[src/rtl/csr_pkg.sv]
// Shared types and constants for the CSR AXI4-Lite initiator and its users.
// Width macros may be overridden by the build; these are the fallbacks.
`ifndef CSR_ADDR_WIDTH
`define CSR_ADDR_WIDTH 12
`endif
`ifndef XLEN
`define XLEN 32
`endif

package csr_pkg;

    localparam int CSR_ADDR_WIDTH = `CSR_ADDR_WIDTH;
    localparam int CSR_DATA_WIDTH = `XLEN;

    localparam logic [1:0] AXI_RESP_OKAY = 2'b00;
    localparam logic [1:0] SLVERR        = 2'b10;
    localparam logic [1:0] DECERR        = 2'b11;

    typedef enum logic [2:0] {
        IDLE    = 3'd0,
        WR_REQ  = 3'd1,
        WR_RESP = 3'd2,
        RD_REQ  = 3'd3,
        RD_DATA = 3'd4,
        RSP     = 3'd5
    } axil_state_e;

    typedef struct packed {
        logic                          we;
        logic [CSR_ADDR_WIDTH-1:0]     addr;
        logic [CSR_DATA_WIDTH-1:0]     wdata;
        logic [CSR_DATA_WIDTH/8-1:0]   wstrb;
    } csr_cmd_t;

endpackage

[src/rtl/axil_csr_master.sv]
// AXI4-Lite initiator: turns a valid/ready command stream into single
// outstanding CSR reads/writes and returns one response beat per command.
module axil_csr_master
    import csr_pkg::*;
#(
    parameter int ADDR_W = CSR_ADDR_WIDTH,
    parameter int DATA_W = CSR_DATA_WIDTH
) (
    input  logic                m00_axi_aclk,
    input  logic                m00_axi_aresetn,

    input  logic                cmd_valid,
    output logic                cmd_ready,
    input  logic                cmd_we,
    input  logic [ADDR_W-1:0]   cmd_addr,
    input  logic [DATA_W-1:0]   cmd_wdata,
    input  logic [DATA_W/8-1:0] cmd_wstrb,

    output logic                rsp_valid,
    input  logic                rsp_ready,
    output logic                rsp_we,
    output logic [DATA_W-1:0]   rsp_rdata,
    output logic [1:0]          rsp_resp,

    output logic                busy,

    output logic [ADDR_W-1:0]   m00_axi_awaddr,
    output logic [2:0]          m00_axi_awprot,
    output logic                m00_axi_awvalid,
    input  logic                m00_axi_awready,

    output logic [DATA_W-1:0]   m00_axi_wdata,
    output logic [DATA_W/8-1:0] m00_axi_wstrb,
    output logic                m00_axi_wvalid,
    input  logic                m00_axi_wready,

    input  logic [1:0]          m00_axi_bresp,
    input  logic                m00_axi_bvalid,
    output logic                m00_axi_bready,

    output logic [ADDR_W-1:0]   m00_axi_araddr,
    output logic [2:0]          m00_axi_arprot,
    output logic                m00_axi_arvalid,
    input  logic                m00_axi_arready,

    input  logic [DATA_W-1:0]   m00_axi_rdata,
    input  logic [1:0]          m00_axi_rresp,
    input  logic                m00_axi_rvalid,
    output logic                m00_axi_rready
);

    localparam logic [2:0] S_IDLE    = IDLE;
    localparam logic [2:0] S_WR_REQ  = WR_REQ;
    localparam logic [2:0] S_WR_RESP = WR_RESP;
    localparam logic [2:0] S_RD_REQ  = RD_REQ;
    localparam logic [2:0] S_RD_DATA = RD_DATA;
    localparam logic [2:0] S_RSP     = RSP;

    logic [2:0] state;
    logic       aw_done;
    logic       w_done;
    logic       aw_fire;
    logic       w_fire;
    logic       aw_complete;
    logic       w_complete;

    // AW and W finish independently; a channel counts as complete either from
    // an earlier handshake (done flag) or from one happening this cycle.
    assign aw_fire     = m00_axi_awvalid & m00_axi_awready;
    assign w_fire      = m00_axi_wvalid & m00_axi_wready;
    assign aw_complete = aw_done | aw_fire;
    assign w_complete  = w_done | w_fire;

    assign cmd_ready      = (state == S_IDLE);
    assign busy           = (state != S_IDLE);
    assign m00_axi_awprot = 3'b000;
    assign m00_axi_arprot = 3'b000;

    always_ff @(posedge m00_axi_aclk or negedge m00_axi_aresetn) begin
        if (!m00_axi_aresetn) begin
            state           <= S_IDLE;
            aw_done         <= 1'b0;
            w_done          <= 1'b0;
            m00_axi_awaddr  <= '0;
            m00_axi_awvalid <= 1'b0;
            m00_axi_wdata   <= '0;
            m00_axi_wstrb   <= '0;
            m00_axi_wvalid  <= 1'b0;
            m00_axi_bready  <= 1'b0;
            m00_axi_araddr  <= '0;
            m00_axi_arvalid <= 1'b0;
            m00_axi_rready  <= 1'b0;
            rsp_valid       <= 1'b0;
            rsp_we          <= 1'b0;
            rsp_rdata       <= '0;
            rsp_resp        <= '0;
        end else begin
            case (state)
                S_IDLE: begin
                    if (cmd_valid) begin
                        rsp_we    <= cmd_we;
                        rsp_rdata <= '0;
                        rsp_resp  <= AXI_RESP_OKAY;
                        if (cmd_we) begin
                            m00_axi_awaddr  <= cmd_addr;
                            m00_axi_wdata   <= cmd_wdata;
                            m00_axi_wstrb   <= cmd_wstrb;
                            m00_axi_awvalid <= 1'b1;
                            m00_axi_wvalid  <= 1'b1;
                            aw_done         <= 1'b0;
                            w_done          <= 1'b0;
                            state           <= S_WR_REQ;
                        end else begin
                            m00_axi_araddr  <= cmd_addr;
                            m00_axi_arvalid <= 1'b1;
                            state           <= S_RD_REQ;
                        end
                    end
                end

                S_WR_REQ: begin
                    if (aw_fire) begin
                        m00_axi_awvalid <= 1'b0;
                        aw_done         <= 1'b1;
                    end
                    if (w_fire) begin
                        m00_axi_wvalid <= 1'b0;
                        w_done         <= 1'b1;
                    end
                    if (aw_complete && w_complete) begin
                        m00_axi_bready <= 1'b1;
                        state          <= S_WR_RESP;
                    end
                end

                S_WR_RESP: begin
                    if (m00_axi_bvalid) begin
                        m00_axi_bready <= 1'b0;
                        rsp_resp       <= m00_axi_bresp;
                        rsp_valid      <= 1'b1;
                        state          <= S_RSP;
                    end
                end

                S_RD_REQ: begin
                    if (m00_axi_arready) begin
                        m00_axi_arvalid <= 1'b0;
                        m00_axi_rready  <= 1'b1;
                        state           <= S_RD_DATA;
                    end
                end

                S_RD_DATA: begin
                    if (m00_axi_rvalid) begin
                        m00_axi_rready <= 1'b0;
                        rsp_rdata      <= m00_axi_rdata;
                        rsp_resp       <= m00_axi_rresp;
                        rsp_valid      <= 1'b1;
                        state          <= S_RSP;
                    end
                end

                S_RSP: begin
                    if (rsp_ready) begin
                        rsp_valid <= 1'b0;
                        state     <= S_IDLE;
                    end
                end

                default: begin
                    state <= S_IDLE;
                end
            endcase
        end
    end

endmodule

[config.mk]
export PLATFORM = sky130hd
export DESIGN_NAME = axil_csr_master
export DESIGN_NICKNAME = d
export VERILOG_FILES = /design/src/rtl/csr_pkg.sv /design/src/rtl/axil_csr_master.sv
export SDC_FILE = /design/constraint.sdc
export NUM_CORES = 1
export LEC_CHECK = 0
export CAP_MARGIN = 20
export CORE_ASPECT_RATIO = 2
export CORE_UTILIZATION = 45
export CTS_CLUSTER_SIZE = 14
export DETAILED_ROUTE_END_ITERATION = 16
export GPL_TIMING_DRIVEN = 0
export PLACE_DENSITY_LB_ADDON = 0.25
export SLEW_MARGIN = 10
export SYNTH_ARGS = -nofsm -noshare
export SYNTH_HDL_FRONTEND = slang
export SYNTH_SLANG_ARGS = --single-unit
[constraint.sdc]
create_clock -name m00_axi_aclk -period 3.2 [get_ports m00_axi_aclk]
set_input_delay 0.64 -clock m00_axi_aclk [delete_from_list [all_inputs] [get_ports m00_axi_aclk]]
set_output_delay 0.64 -clock m00_axi_aclk [all_outputs]
set_load 0.03 [all_outputs]
==> flow_summary.yaml, run 1 <==
timing:
  max_slew_margin_pct: 62.31
  setup_viol: 0
  hold_viol: 0
  fin_ws_ns: 0.7024
  period_needed_ns: 2.498
  clock.fmax_ghz: 0.4004
  post-route-period-util_pct: 78.05
  finClkSkew_ns: 0.008940
  rsz0062_at_grt: "no"
  tightest_slew_ns: 0.5610
  finalMaxSlewViolations: 0
critical_path:
  cp-start-kind: "flip-flop"
  critPathRequiredTime_ns: 2.56
  critPathMaxStageDelay_ns: 0.72
  path_buf_inv: 2
  critical-path-top-delay-family: "buffers and inverters"
  crit_slowest_cell: "clkdlybuf4s50_1"
  arrival_ns: 1.86
  worst-path-max-fanout: 10
  crit_type: "reg -> out"
  worstPathCellList: "buf_6, nor3_4, clkdlybuf4s50_1"
  endpoint_kind: "primary output"
layout:
  drive_above_1_share_pct: 16.72
  num-nets-final: 663
  insertedDiodeCount: 0
  syn_to_final_growth_pct: 55.92
die:
  die_x_um: 72.25
  dieArea_sq_um: 10300
  pin_count: 203
  start_util_pct: 46.10
  core_area_sq_um: 9635
  dieHeight_um: 142.5
  rows: 51
flow_run:
  maxCapViolCount: 0
clocking:
  clockBufferDepth: 2
  cts.hold.buffers_added: 0
  cts_buffers: 9
  cts_tree: "done"
  clock_tree.root_cell: "clkbuf_16"
  htree_levels: 3
  cts_resized: 0
  clock-sinks: 106
  path_clk_slew_ns: 0.07
  cts_setup_buffers: 0
  clock_latency_ns: 0.34
yosys:
  synth-xor-area-share_pct: 0
  synth_warnings: 0
  ys_seq_area_share_pct: 59.72
  synth_ff_type: "dfrtp_1"
  synth_simple_gate_area_share_pct: 8.310
  synth_edf_count: 0
  synth_fa_ha_area_share_pct: 0
  muxShareOfSynthArea_pct: 16.93
  synth_area_sq_um: 4442
  avgSynthCellArea_sq_um: 12.44
  ys_ff_latch: 106
  netlist_instances: 357
  async_reset_ff_share_pct: 100.0
  synth_compound_area_share_pct: 7.493
  synth_top_family_by_area: "multiplexers"
  ys_types: 32
power_and_ir_drop:
  power.density_nw_per_um2: 1073
  total_power_mw: 7.434
  vdd_ir_drop_max_mv: 0.6562
  leakage_nw: 2.903
placement:
  dp_worst_setup_slack_ns: 0.7233
  numPortBuffers: 195
  gp_congestion: 0.7927
  hpwl_um: 8633
global_route:
  globalRouteTotalUtil_pct: 22.36
  grt-ovfl-total: 0
  grt_max_degree: 78
  grt_pass1_vias: 3673
  grt_pass1_wl_um: 17620
  antenna_found_initial: 0
routing:
  vias: 3571
  routed_wl_um: 11310
  ant_nets: 0
  initialDrtViolationCount: 99
  dr.pass1.iters: 4
  drc: 0
  vias_per_cell: 5.058
  wl_per_cell_um: 16.02
status:
  status: "complete, no violations"
worst_hold_path:
  worstHoldPathType: "in -> async"
cell usage in the layout, fill, tap and decap left out, drive strengths merged, types with 2 or more instances in the layout:
| cell type | synthesis | final |
|---|---|---|
| a21o | 3 | 3 |
| a21oi | 10 | 10 |
| a22o | 2 | 2 |
| a31oi | 2 | 2 |
| buf | 15 | 17 |
| bufinv | 0 | 2 |
| clkbuf | 16 | 26 |
| clkdlybuf4s50 | 0 | 194 |
| clkinv | 0 | 2 |
| conb | 1 | 6 |
| dfrtp | 106 | 106 |
| inv | 36 | 37 |
| mux2 | 62 | 62 |
| mux2i | 2 | 2 |
| nand2 | 7 | 7 |
| nand3b | 3 | 3 |
| nand4 | 32 | 32 |
| nand4bb | 2 | 2 |
| nor2 | 6 | 6 |
| nor2b | 2 | 2 |
| nor3 | 2 | 2 |
| nor3b | 3 | 3 |
| o211ai | 3 | 3 |
| o21ai | 36 | 36 |
cell usage after synthesis (6+ instances only):
| library cell | number | share of area, % |
|---|---|---|
| o21ai_0 | 36 | 4.1 |
| clkbuf_1 | 16 | 1.4 |
| nand2_1 | 7 | 0.59 |
| mux2_2 | 53 | 13 |
| buf_4 | 10 | 1.7 |
| dfrtp_1 | 106 | 60 |
| mux2_4 | 9 | 3.0 |
| nand4_1 | 32 | 4.5 |
| a21oi_1 | 10 | 1.1 |
| nor2_1 | 6 | 0.51 |
| inv_1 | 36 | 3.0 |
routing by layer:
metal,routed length [um],GRT usage [%],vias to the layer above
met1,4057,23.81,1734
met4,179,7.121,0
met5,0,0,-
li1,-,-,1657
met3,867,6.799,16
met2,6205,40.97,164
metrics by stage:
step,utilization (%),setup TNS (ns),instance area [sq um],std cells,hold slack [ns]
CTS,71.87,0,6925,706,0.1659
global placement,68.26,-253.96,6578,689,0.4588
global route,71.87,0,6925,706,0.1767
detailed placement,68.56,0,6606,690,0.4726
finish,71.87,0,6925,706,0.1633
floorplan,-,0,4461,362,0.3444
worst register-to-register path, cell delays in order (launching register included):
cell,delay (ns)
dfrtp_1,0.45
clkbuf_1,0.23
nor3_1,0.52
clkbuf_1,0.38
o21ai_0,0.16
path summary, 6_finish.rpt:
path | to | cells past startpoint | slack (ns) | start
worst min register to register | rsp_we | 1 | 0.49 | rsp_we
worst min-delay path | m00_axi_awaddr[10] | 1 | 0.16 | m00_axi_aresetn
min in group m00_axi_aclk | rsp_we | 1 | 0.49 | rsp_we
worst max-delay path | cmd_ready | 3 | 0.70 | state[0]
max in group asynchronous | m00_axi_wdata[30] | 2 | 2.37 | m00_axi_aresetn
worst max register to register | rsp_rdata[3] | 4 | 1.32 | state[1]
logic make-up (layout without fill, tap and decap cells):
logic type | count (synthesis) | count (layout)
simple gates | 60 | 60
flops | 106 | 106
buf+inv | 67 | 279
compound gates | 59 | 59
other cells | 1 | 6
mux | 64 | 64
sequential cells by signal (all words and copies together) (netlist names):
register,cells
m00_axi_wdata,32
rsp_rdata,32
m00_axi_araddr,12
m00_axi_awaddr,12
m00_axi_wstrb,4
state,3
rsp_resp,2
aw_done,1
m00_axi_arvalid,1
m00_axi_awvalid,1
m00_axi_bready,1
m00_axi_rready,1
m00_axi_wvalid,1
rsp_valid,1
rsp_we,1
w_done,1
where the power goes:
group	switching (mW)	total, mW	internal, mW
sequential	0.331	2.29	1.96
combinational	2.21	3.96	1.75
clock	0.492	1.18	0.689
total	3.03	7.43	4.40
cell type report:
class                      instances  area (sq um)
multi-input combinational        189          1476
buffer                            31         196.4
fill                             724          2710
clock buffer                      10         229.0
timing repair buffer             196          1981
clock inverter                     6         90.09
sequential                       106          2653
tap                              132         165.2
inverter                          36         135.1
Power figures use the tool's default switching activity.
==> run 2: changes to the inputs <==
--- a/config.mk
+++ b/config.mk
@@ -7,7 +7,7 @@
 export LEC_CHECK = 0
 export CAP_MARGIN = 20
 export CORE_ASPECT_RATIO = 2
-export CORE_UTILIZATION = 45
+export CORE_UTILIZATION = 42
 export CTS_CLUSTER_SIZE = 14
 export DETAILED_ROUTE_END_ITERATION = 16
 export GPL_TIMING_DRIVEN = 0
==> constraint.sdc (replaced) <==
create_clock -name m00_axi_aclk -period 2.56 [get_ports m00_axi_aclk]
set_input_delay 0.512 -clock m00_axi_aclk [delete_from_list [all_inputs] [get_ports m00_axi_aclk]]
set_output_delay 0.512 -clock m00_axi_aclk [all_outputs]
set_load 0.03 [all_outputs]
==> flow_summary.yaml, run 2 (same netlist as run 1, synthesis figures left out) <==
layout:
  regArea_sq_um: 2653
  final_util_pct: 67.83
  multiInputGateArea_sq_um: 1476
  nFillCells: 800
  finalNonFillerCells: 710
  layout_commonest_cell: "clkdlybuf4s50_1"
  num-nets-final: 664
  syn_to_final_growth_pct: 56.00
  insertedDiodeCount: 0
  biggestRegsByFlops: "m00_axi_wdata: 32 flops, rsp_rdata: 32 flops"
  drive_above_1_share_pct: 16.87
  final_cell_mix: "194 x clkdlybuf4s50_1, 106 x dfrtp_1, 53 x mux2_2"
routing:
  routed_wl_um: 11440
  dr.pass1.iters: 4
  drc: 0
  top_layer: "met4"
  wl_per_cell_um: 16.12
  initialDrtViolationCount: 140
  vias: 3487
  vias_per_cell: 4.911
  met2_length_um: 6458
  met3_wirelength_um: 628
  wl_met1_um: 3982
  ant_nets: 0
clocking:
  clock-sinks: 106
  path_clk_slew_ns: 0.07
  cts_resized: 0
  clock_latency_ns: 0.34
  clockBufferDepth: 2
  htree_levels: 3
  clock_tree.root_cell: "clkbuf_16"
  cts_buffers: 9
  cts_tree: "done"
critical_path:
  crit_slowest_cell: "clkdlybuf4s50_1"
  endpoint_kind: "primary output"
  r2r_start: "state[1]"
  cp-endpoint: "cmd_ready"
  r2r_slack_ns: 0.73
  critPathMaxStageDelay_ns: 0.72
  worstSetupPathDepth: 3
  critical-path-top-delay-family: "buffers and inverters"
  worst-path-max-fanout: 10
  arrival_ns: 1.85
  worstPathCellList: "buf_6, nor3_4, clkdlybuf4s50_1"
  critPathRequiredTime_ns: 2.05
  rr_worst_depth: 4
  crit_type: "reg -> out"
  r2r_end: "rsp_rdata[21]"
  cp-start-kind: "flip-flop"
  critPathLaunch: "state[0]"
  path_buf_inv: 2
power_and_ir_drop:
  power.density_nw_per_um2: 1330
  p_switching_mw: 3.797
  comb_power_share_pct: 53.6
  pwr-share-clk_pct: 15.4
  vdd_ir_drop_max_mv: 0.7915
  p_int_mw: 5.416
  power_frac_seq_pct: 31.0
  leakage_nw: 2.903
  switching_share_pct: 41.21
die:
  core_area_sq_um: 10210
  pin_count: 203
  start_util_pct: 43.48
  dieArea_sq_um: 11020
  dieHeight_um: 147.4
  die_x_um: 74.72
  rows: 52
timing:
  finClkSkew_ns: 0.006716
  tightest_slew_ns: 0.5259
  fin_ws_ns: 0.2003
  max_slew_margin_pct: 64.94
  finalMaxSlewViolations: 0
  hold_viol: 0
  post-route-period-util_pct: 92.18
  setup_viol: 0
  clock.fmax_ghz: 0.4238
  rsz0062_at_grt: "no"
  period_needed_ns: 2.360
global_route:
  antenna_found_initial: 0
  grt_pass1_wl_um: 18230
  globalRouteTotalUtil_pct: 21.97
  grt_max_degree: 93
  grt_pass1_vias: 3757
  grt-ovfl-total: 0
placement:
  dp_worst_setup_slack_ns: 0.2786
  dp.cells: 693
  gp_congestion: 0.7591
  hpwl_um: 8955
  numPortBuffers: 195
worst_hold_path:
  worstHoldPathType: "reg -> reg"
flow_run:
  maxCapViolCount: 0
status:
  status: "complete, no violations"
-- run 2: cell count changes in the layout (fill, tap and decap cells not counted), sizes merged --
cell / previous run / this run
dlygate4sd3: 0 / 1
clkbuf: 26 / 25
inv: 37 / 40
clkinv: 2 / 1
bufinv: 2 / 1
-- run 2: per-layer routing --
| metal | global-route usage [%] | up-vias |
|---|---|---|
| met1 | 22.26 | 1673 |
| met5 | 0 | - |
| met2 | 40.59 | 138 |
| met4 | 9.906 | 0 |
| met3 | 5.044 | 24 |
| li1 | - | 1652 |
-- run 2: final cells by class --
| class | count | area share [%] |
|---|---|---|
| multi-input cells | 189 | 21.31 |
| inverters | 36 | 1.950 |
| plain buffers | 31 | 2.835 |
| flip-flops and latches | 106 | 38.28 |
| clock buffers | 9 | 3.250 |
| repair buffers | 197 | 28.73 |
| well taps | 135 | 2.438 |
| clock inverters | 7 | 1.210 |
-- run 2: power groups by stage --
| stage | Combinational [mW] | Clock [mW] | Sequential (mW) |
|---|---|---|---|
| after CTS | 4.99 | 1.45 | 2.87 |
| final | 4.94 | 1.42 | 2.86 |
| after detailed placement | 4.97 | 0 | 2.90 |
| after global placement | 4.88 | 0 | 2.85 |
| after global routing | 5.22 | 1.52 | 2.97 |
| after floorplan | 1.38 | 0 | 4.35 |
-- run 2: per-stage QoR --
step	total power, mW	instance area, sq um	hold slack (ns)	setup TNS (ns)
after floorplan	5.728	4461	0.2164	0
after global placement	7.738	6581	0.4603	-307.18
after detailed placement	7.865	6610	0.3499	0
after CTS	9.305	6929	0.4967	0
after global routing	9.710	6929	0.5151	0
final	9.213	6929	0.4987	0
-- run 2: worst min-delay path by stage --
stage	startpoint	end	cells after the start
2_1_floorplan	m00_axi_aresetn	aw_done	0
6_report	rsp_we	rsp_we	1
3_5_place_dp	m00_axi_aresetn	rsp_rdata[13]	1
3_3_place_gp	rsp_we	rsp_we	1
4_1_cts	rsp_we	rsp_we	1
5_1_grt	m00_axi_araddr[9]	m00_axi_araddr[9]	1
-- run 2: repair_timing --
action | 4_1_cts | 5_1_grt
hold buffers | 1 | 0
buffers inserted | 0 | 0
endpoints found under the hold margin | 14 | 0
